--- config.mk ---
export PLATFORM = sky130hd
export DESIGN_NAME = tt6581_voice_sched
export DESIGN_NICKNAME = d
export VERILOG_FILES = /design/src/rtl/tt6581_voice_sched.sv
export SDC_FILE = /design/constraint.sdc
export NUM_CORES = 1
export LEC_CHECK = 0
export CAP_MARGIN = 15
export CORE_UTILIZATION = 40
export CTS_CLUSTER_SIZE = 40
export DETAILED_ROUTE_END_ITERATION = 6
export GPL_ROUTABILITY_DRIVEN = 0
export PLACE_DENSITY_LB_ADDON = 0.3
export RECOVER_POWER = 50
export SLEW_MARGIN = 20
export SYNTH_ARGS = -nofsm -noshare
export SYNTH_HDL_FRONTEND = slang
export SYNTH_SLANG_ARGS = --single-unit
--- constraint.sdc ---
create_clock -name clk_i -period 4.88 [get_ports clk_i]
set_clock_uncertainty 0.05 [all_clocks]
set_input_delay 0.488 -clock clk_i [delete_from_list [all_inputs] [get_ports clk_i]]
set_output_delay 0.488 -clock clk_i [all_outputs]
set_load 0.1 [all_outputs]
--- src/rtl/tt6581_voice_sched.sv ---
`default_nettype none
// +----------------------------------------------------------------------------+
// | Module : tt6581_voice_sched                                                |
// | Sample-rate tick generator and voice/mix sequencer for the synth core.     |
// | Optional watchdog enabled by defining TT6581_SCHED_WDOG_EN.                |
// | Rev    : 1.0  initial release                                              |
// +----------------------------------------------------------------------------+
module tt6581_voice_sched #(
   parameter int NUM_VOICES  = 3,
   parameter int SAMPLE_DIV  = 1042,
   parameter int WDOG_CYCLES = 64
) (
   input  logic clk_i,
   input  logic rst_i,
   input  logic en_i,
   output logic voice_req_o,
   output logic [((NUM_VOICES > 1) ? $clog2(NUM_VOICES) : 1)-1:0] voice_idx_o,
   input  logic voice_ack_i,
   output logic mix_req_o,
   input  logic mix_ack_i,
   output logic sample_tick_o,
   output logic sample_valid_o,
   output logic busy_o,
   output logic overrun_o,
   output logic timeout_o,
   input  logic status_clr_i
);

   localparam int IDX_W = (NUM_VOICES > 1) ? $clog2(NUM_VOICES) : 1;
   localparam int CNT_W = (SAMPLE_DIV > 1) ? $clog2(SAMPLE_DIV) : 1;
   localparam logic [CNT_W-1:0] c_DIV_LAST = CNT_W'(SAMPLE_DIV - 1);
   localparam logic [IDX_W-1:0] c_IDX_LAST = IDX_W'(NUM_VOICES - 1);

   typedef enum logic [1:0] {
      S_IDLE  = 2'd0,
      S_VOICE = 2'd1,
      S_MIX   = 2'd2,
      S_DONE  = 2'd3
   } state_t;

   state_t           r_state;
   logic [CNT_W-1:0] r_div;
   logic             r_tick;
   logic [IDX_W-1:0] r_idx;
   logic             r_voice_req;
   logic             r_mix_req;
   logic             r_valid;
   logic             r_busy;
   logic             r_overrun;
   logic             r_timeout;
   logic             w_wdog_exp;

`ifdef TT6581_SCHED_WDOG_EN
   localparam int WD_W = (WDOG_CYCLES > 1) ? $clog2(WDOG_CYCLES) : 1;
   localparam logic [WD_W-1:0] c_WDOG_LAST = WD_W'(WDOG_CYCLES - 1);

   logic [WD_W-1:0] r_wdog;

   assign w_wdog_exp = (r_wdog == c_WDOG_LAST) &&
                       (((r_state == S_VOICE) && !voice_ack_i) ||
                        ((r_state == S_MIX) && !mix_ack_i));

   // Wait counter restarts on every state entry and accepted ack
   always_ff @(posedge clk_i or posedge rst_i) begin
      if (rst_i) begin
         r_wdog <= '0;
      end else if ((r_state == S_IDLE) || (r_state == S_DONE) || w_wdog_exp ||
                   ((r_state == S_VOICE) && voice_ack_i) ||
                   ((r_state == S_MIX) && mix_ack_i)) begin
         r_wdog <= '0;
      end else begin
         r_wdog <= r_wdog + WD_W'(1);
      end
   end
`else
   assign w_wdog_exp = 1'b0;
`endif

   always_ff @(posedge clk_i or posedge rst_i) begin
      if (rst_i) begin
         r_div  <= '0;
         r_tick <= 1'b0;
      end else if (!en_i) begin
         r_div  <= '0;
         r_tick <= 1'b0;
      end else if (r_div == c_DIV_LAST) begin
         r_div  <= '0;
         r_tick <= 1'b1;
      end else begin
         r_div  <= r_div + CNT_W'(1);
         r_tick <= 1'b0;
      end
   end

   always_ff @(posedge clk_i or posedge rst_i) begin
      if (rst_i) begin
         r_state     <= S_IDLE;
         r_idx       <= '0;
         r_voice_req <= 1'b0;
         r_mix_req   <= 1'b0;
         r_valid     <= 1'b0;
         r_busy      <= 1'b0;
      end else begin
         r_valid <= 1'b0;
         case (r_state)
            S_IDLE: begin
               if (r_tick) begin
                  r_state     <= S_VOICE;
                  r_idx       <= '0;
                  r_voice_req <= 1'b1;
                  r_busy      <= 1'b1;
               end
            end
            S_VOICE: begin
               if (voice_ack_i) begin
                  if (r_idx == c_IDX_LAST) begin
                     r_idx       <= '0;
                     r_voice_req <= 1'b0;
                     r_mix_req   <= 1'b1;
                     r_state     <= S_MIX;
                  end else begin
                     r_idx <= r_idx + IDX_W'(1);
                  end
               end else if (w_wdog_exp) begin
                  r_idx       <= '0;
                  r_voice_req <= 1'b0;
                  r_busy      <= 1'b0;
                  r_state     <= S_IDLE;
               end
            end
            S_MIX: begin
               if (mix_ack_i) begin
                  r_mix_req <= 1'b0;
                  r_valid   <= 1'b1;
                  r_state   <= S_DONE;
               end else if (w_wdog_exp) begin
                  r_mix_req <= 1'b0;
                  r_busy    <= 1'b0;
                  r_state   <= S_IDLE;
               end
            end
            default: begin
               r_busy  <= 1'b0;
               r_state <= S_IDLE;
            end
         endcase
      end
   end

   // Sticky status: a set event in the same cycle as a clear takes priority
   always_ff @(posedge clk_i or posedge rst_i) begin
      if (rst_i) begin
         r_overrun <= 1'b0;
         r_timeout <= 1'b0;
      end else begin
         if (r_tick && (r_state != S_IDLE)) begin
            r_overrun <= 1'b1;
         end else if (status_clr_i) begin
            r_overrun <= 1'b0;
         end
         if (w_wdog_exp) begin
            r_timeout <= 1'b1;
         end else if (status_clr_i) begin
            r_timeout <= 1'b0;
         end
      end
   end

   assign voice_req_o    = r_voice_req;
   assign voice_idx_o    = r_idx;
   assign mix_req_o      = r_mix_req;
   assign sample_tick_o  = r_tick;
   assign sample_valid_o = r_valid;
   assign busy_o         = r_busy;
   assign overrun_o      = r_overrun;
   assign timeout_o      = r_timeout;

endmodule
`default_nettype wire

==> metrics.yaml <==
status:
  status: "completed"
pwr:
  pwr-share-seq: 0.632
  pwr-share-comb: 0.068
  pwr-share-clk: 0.300
  pwr_density_cell_nw_per_um2: 214.8
  p_sw_frac: 0.2465
  p_sw_mw: 0.06970
  max-vdd-ir-drop_uv: 131.4
  p_int_mw: 0.2130
  finalPower_mw: 0.2827
  p_leak_nw: 0.5620
grt:
  grt_pass1_wl_mm: 3.843
  antenna_found_initial: 0
  grt_max_degree: 22
  grt_usage: 0.1566
  grt_pass1_vias: 894
  grt_overflow: 0
sta:
  worst_slew_pin_slew_ns: 0.9730
  relSlewSlack: 0.3493
  whs_ns: 0.4772
  fin_crit_ns: 2.505
  rsz0062_at_grt: "false"
  final_hold_viol_count: 0
  fin_setup_tns_ns: 0
  final_max_slew_viol_count: 0
  period_share: 0.5134
  fmax_mhz: 399.2
  setup_violations: 0
detailed_routing:
  wl_per_cell_um: 13.93
  first_pass_iters: 4
  routed_wl_mm: 2.187
  drt_iter0_markers: 9
  vias: 875
  antenna_left: 0
  route.detailed.drc: 0
  vias_per_cell: 5.573
floorplan:
  num_rows: 18
  num_io_pins: 15
  dieWidth_um: 55.21
  initial_core_util: 0.4410
  die_h_um: 55.21
  dieArea_um2: 3048
  core-area_um2: 2567
worst_setup_path:
  critical_path.slowest_cell: "clkdlybuf4s50_1"
  cpPeakStageDelay_ns: 1.18
  crit_cells: 1
  arrival_ns: 1.97
  cp-start-kind: "flop"
  rr_startpoint: "r_div[3]"
  cp_cell_sequence: "clkdlybuf4s50_1"
  r2r_setup_slack_ns: 3.15
  crit_fanout: 9
  cp_top_family: "buffers and inverters"
  crit_required_ns: 4.34
  critPathKind: "reg -> out"
  cp-end-kind: "output port"
  r2r-end: "r_div[2]"
  r2r_cells: 3
  path_buf_inv: 1
synth:
  synth_cell_types: 33
  syn_inst: 112
  ys_ff_latch: 21
  yosysWarnings: 0
  syn_area_per_cell_um2: 10.11
  syn_nets: 124
  yosysSeqAreaShare: 0.4641
  synth_area_um2: 1132
clocking:
  cts_buffer_depth: 2
  postCtsSetupRepairBufs: 0
  cts_made_buffers: 3
  clock_latency_ns: 0.30
  post_cts_resized: 0
  h-tree-depth: 1
  root_buffer: "clkbuf_4"
  clock_sinks: 21
  tritoncts: "yes"
  path_clk_slew_ns: 0.12
  ctsHoldBuffers: 0
hold_path:
  worstHoldPathCells: 2
  hold_end: "overrun_o"
  min_path_type: "reg -> reg"
  worstHoldStart: "overrun_o"
final_layout:
  layout_common_cells: "21 x dfrtp_1, 13 x inv_1, 12 x clkdlybuf4s50_1"
  final_common_cell: "dfrtp_1"
  fin_nets: 140
  fin_area_um2: 1316
  antenna_cells: 0
  area_growth_pct: 16.24
  drive_above_1_share: 0.05512
  finish.utilization: 0.5127
flow_run:
  maxCapViolCount: 0
place:
  io_buffers: 13
  dp_hpwl_mm: 1.585
  dpl_cell_area_um2: 1289
[power by group through the flow]
stage          sequential (mW)  clock (mW)  combinational [mW]
2_1_floorplan            0.181           0              0.0129
4_1_cts                  0.179      0.0905              0.0200
3_3_place_gp             0.182           0              0.0196
5_1_grt                  0.179      0.0949              0.0218
3_5_place_dp             0.182           0              0.0199
6_report                 0.179      0.0848              0.0193
[through the flow]
step           setup WS (ns)  instances
2_1_floorplan          2.970        112
3_3_place_gp           2.745        153
3_5_place_dp           2.713        153
4_1_cts                2.357        157
5_1_grt                2.305        157
6_report               2.375        157
[cell usage after synthesis, drive strengths merged]
library cell,instances,area (um^2)
nand2,2,7.510
nor4,1,6.260
or3,3,18.77
nand4bb,1,11.26
or4,4,30.03
a22o,1,8.760
nand3,5,25.02
o21ai,4,20.02
xnor2,1,8.760
nor2,8,30.03
xor2,2,17.52
a211oi,2,15.01
nand4b,1,8.760
o31ai,4,43.79
o22ai,3,18.77
mux2i,3,30.03
a21oi,9,45.04
nand3b,2,15.01
nand2b,3,18.77
conb,1,3.750
dfrtp,21,525.5
clkbuf,1,3.750
buf,1,7.510
a221o,2,20.02
ha,6,75.07
or4b,1,13.76
nor2b,2,12.51
nand4,3,25.02
and2,1,6.260
a2111o,1,11.26
inv,13,48.80
[metal layers]
layer / track usage / vias up / share of wire
li1: - / 429 / -
met1: 0.1997 / 434 / 0.48
met2: 0.2599 / 10 / 0.49
met3: 0.02108 / 2 / 0.021
met4: 0.07857 / 0 / 0.0082
met5: 0 / - / 0
[layout make-up]
type / count / area [um^2]
inverters: 13 / 48.80
clock buffers: 3 / 22.52
clock inverters: 1 / 5.005
repair buffers: 13 / 130.1
multi-input cells: 76 / 546.8
well taps: 30 / 37.54
fillers: 246 / 1251
flip-flops and latches: 21 / 525.5
[state kept, by name (all words and copies together), names as in the netlist]
register / flops
r_div: 11
r_state: 2
sample_valid_o: 1
busy_o: 1
overrun_o: 1
sample_tick_o: 1
voice_idx_o: 2
voice_req_o: 1
mix_req_o: 1
[logic make-up after synthesis]
group	share of synthesized area
buffers and inverters	0.05304
muxes	0.02652
AOI/OAI and AO/OA	0.1613
and+or+nand+nor	0.2022
adders and majority gates	0.06630
DFF	0.4641
other	0.003312
xor gates and xnor gates	0.02321
[worst max path at each step]
| stage | to | startpoint | slack, ns |
|---|---|---|---|
| 3_3_place_gp | voice_idx_o[1] | voice_idx_o[1] | 2.74 |
| 3_5_place_dp | voice_idx_o[1] | voice_idx_o[1] | 2.71 |
| 6_report | voice_idx_o[1] | voice_idx_o[1] | 2.37 |
| 2_1_floorplan | r_state[1] | voice_idx_o[1] | 2.97 |
| 4_1_cts | voice_idx_o[1] | voice_idx_o[1] | 2.36 |
| 5_1_grt | voice_idx_o[1] | voice_idx_o[1] | 2.31 |
No activity file was read; power rests on OpenSTA's default activity.
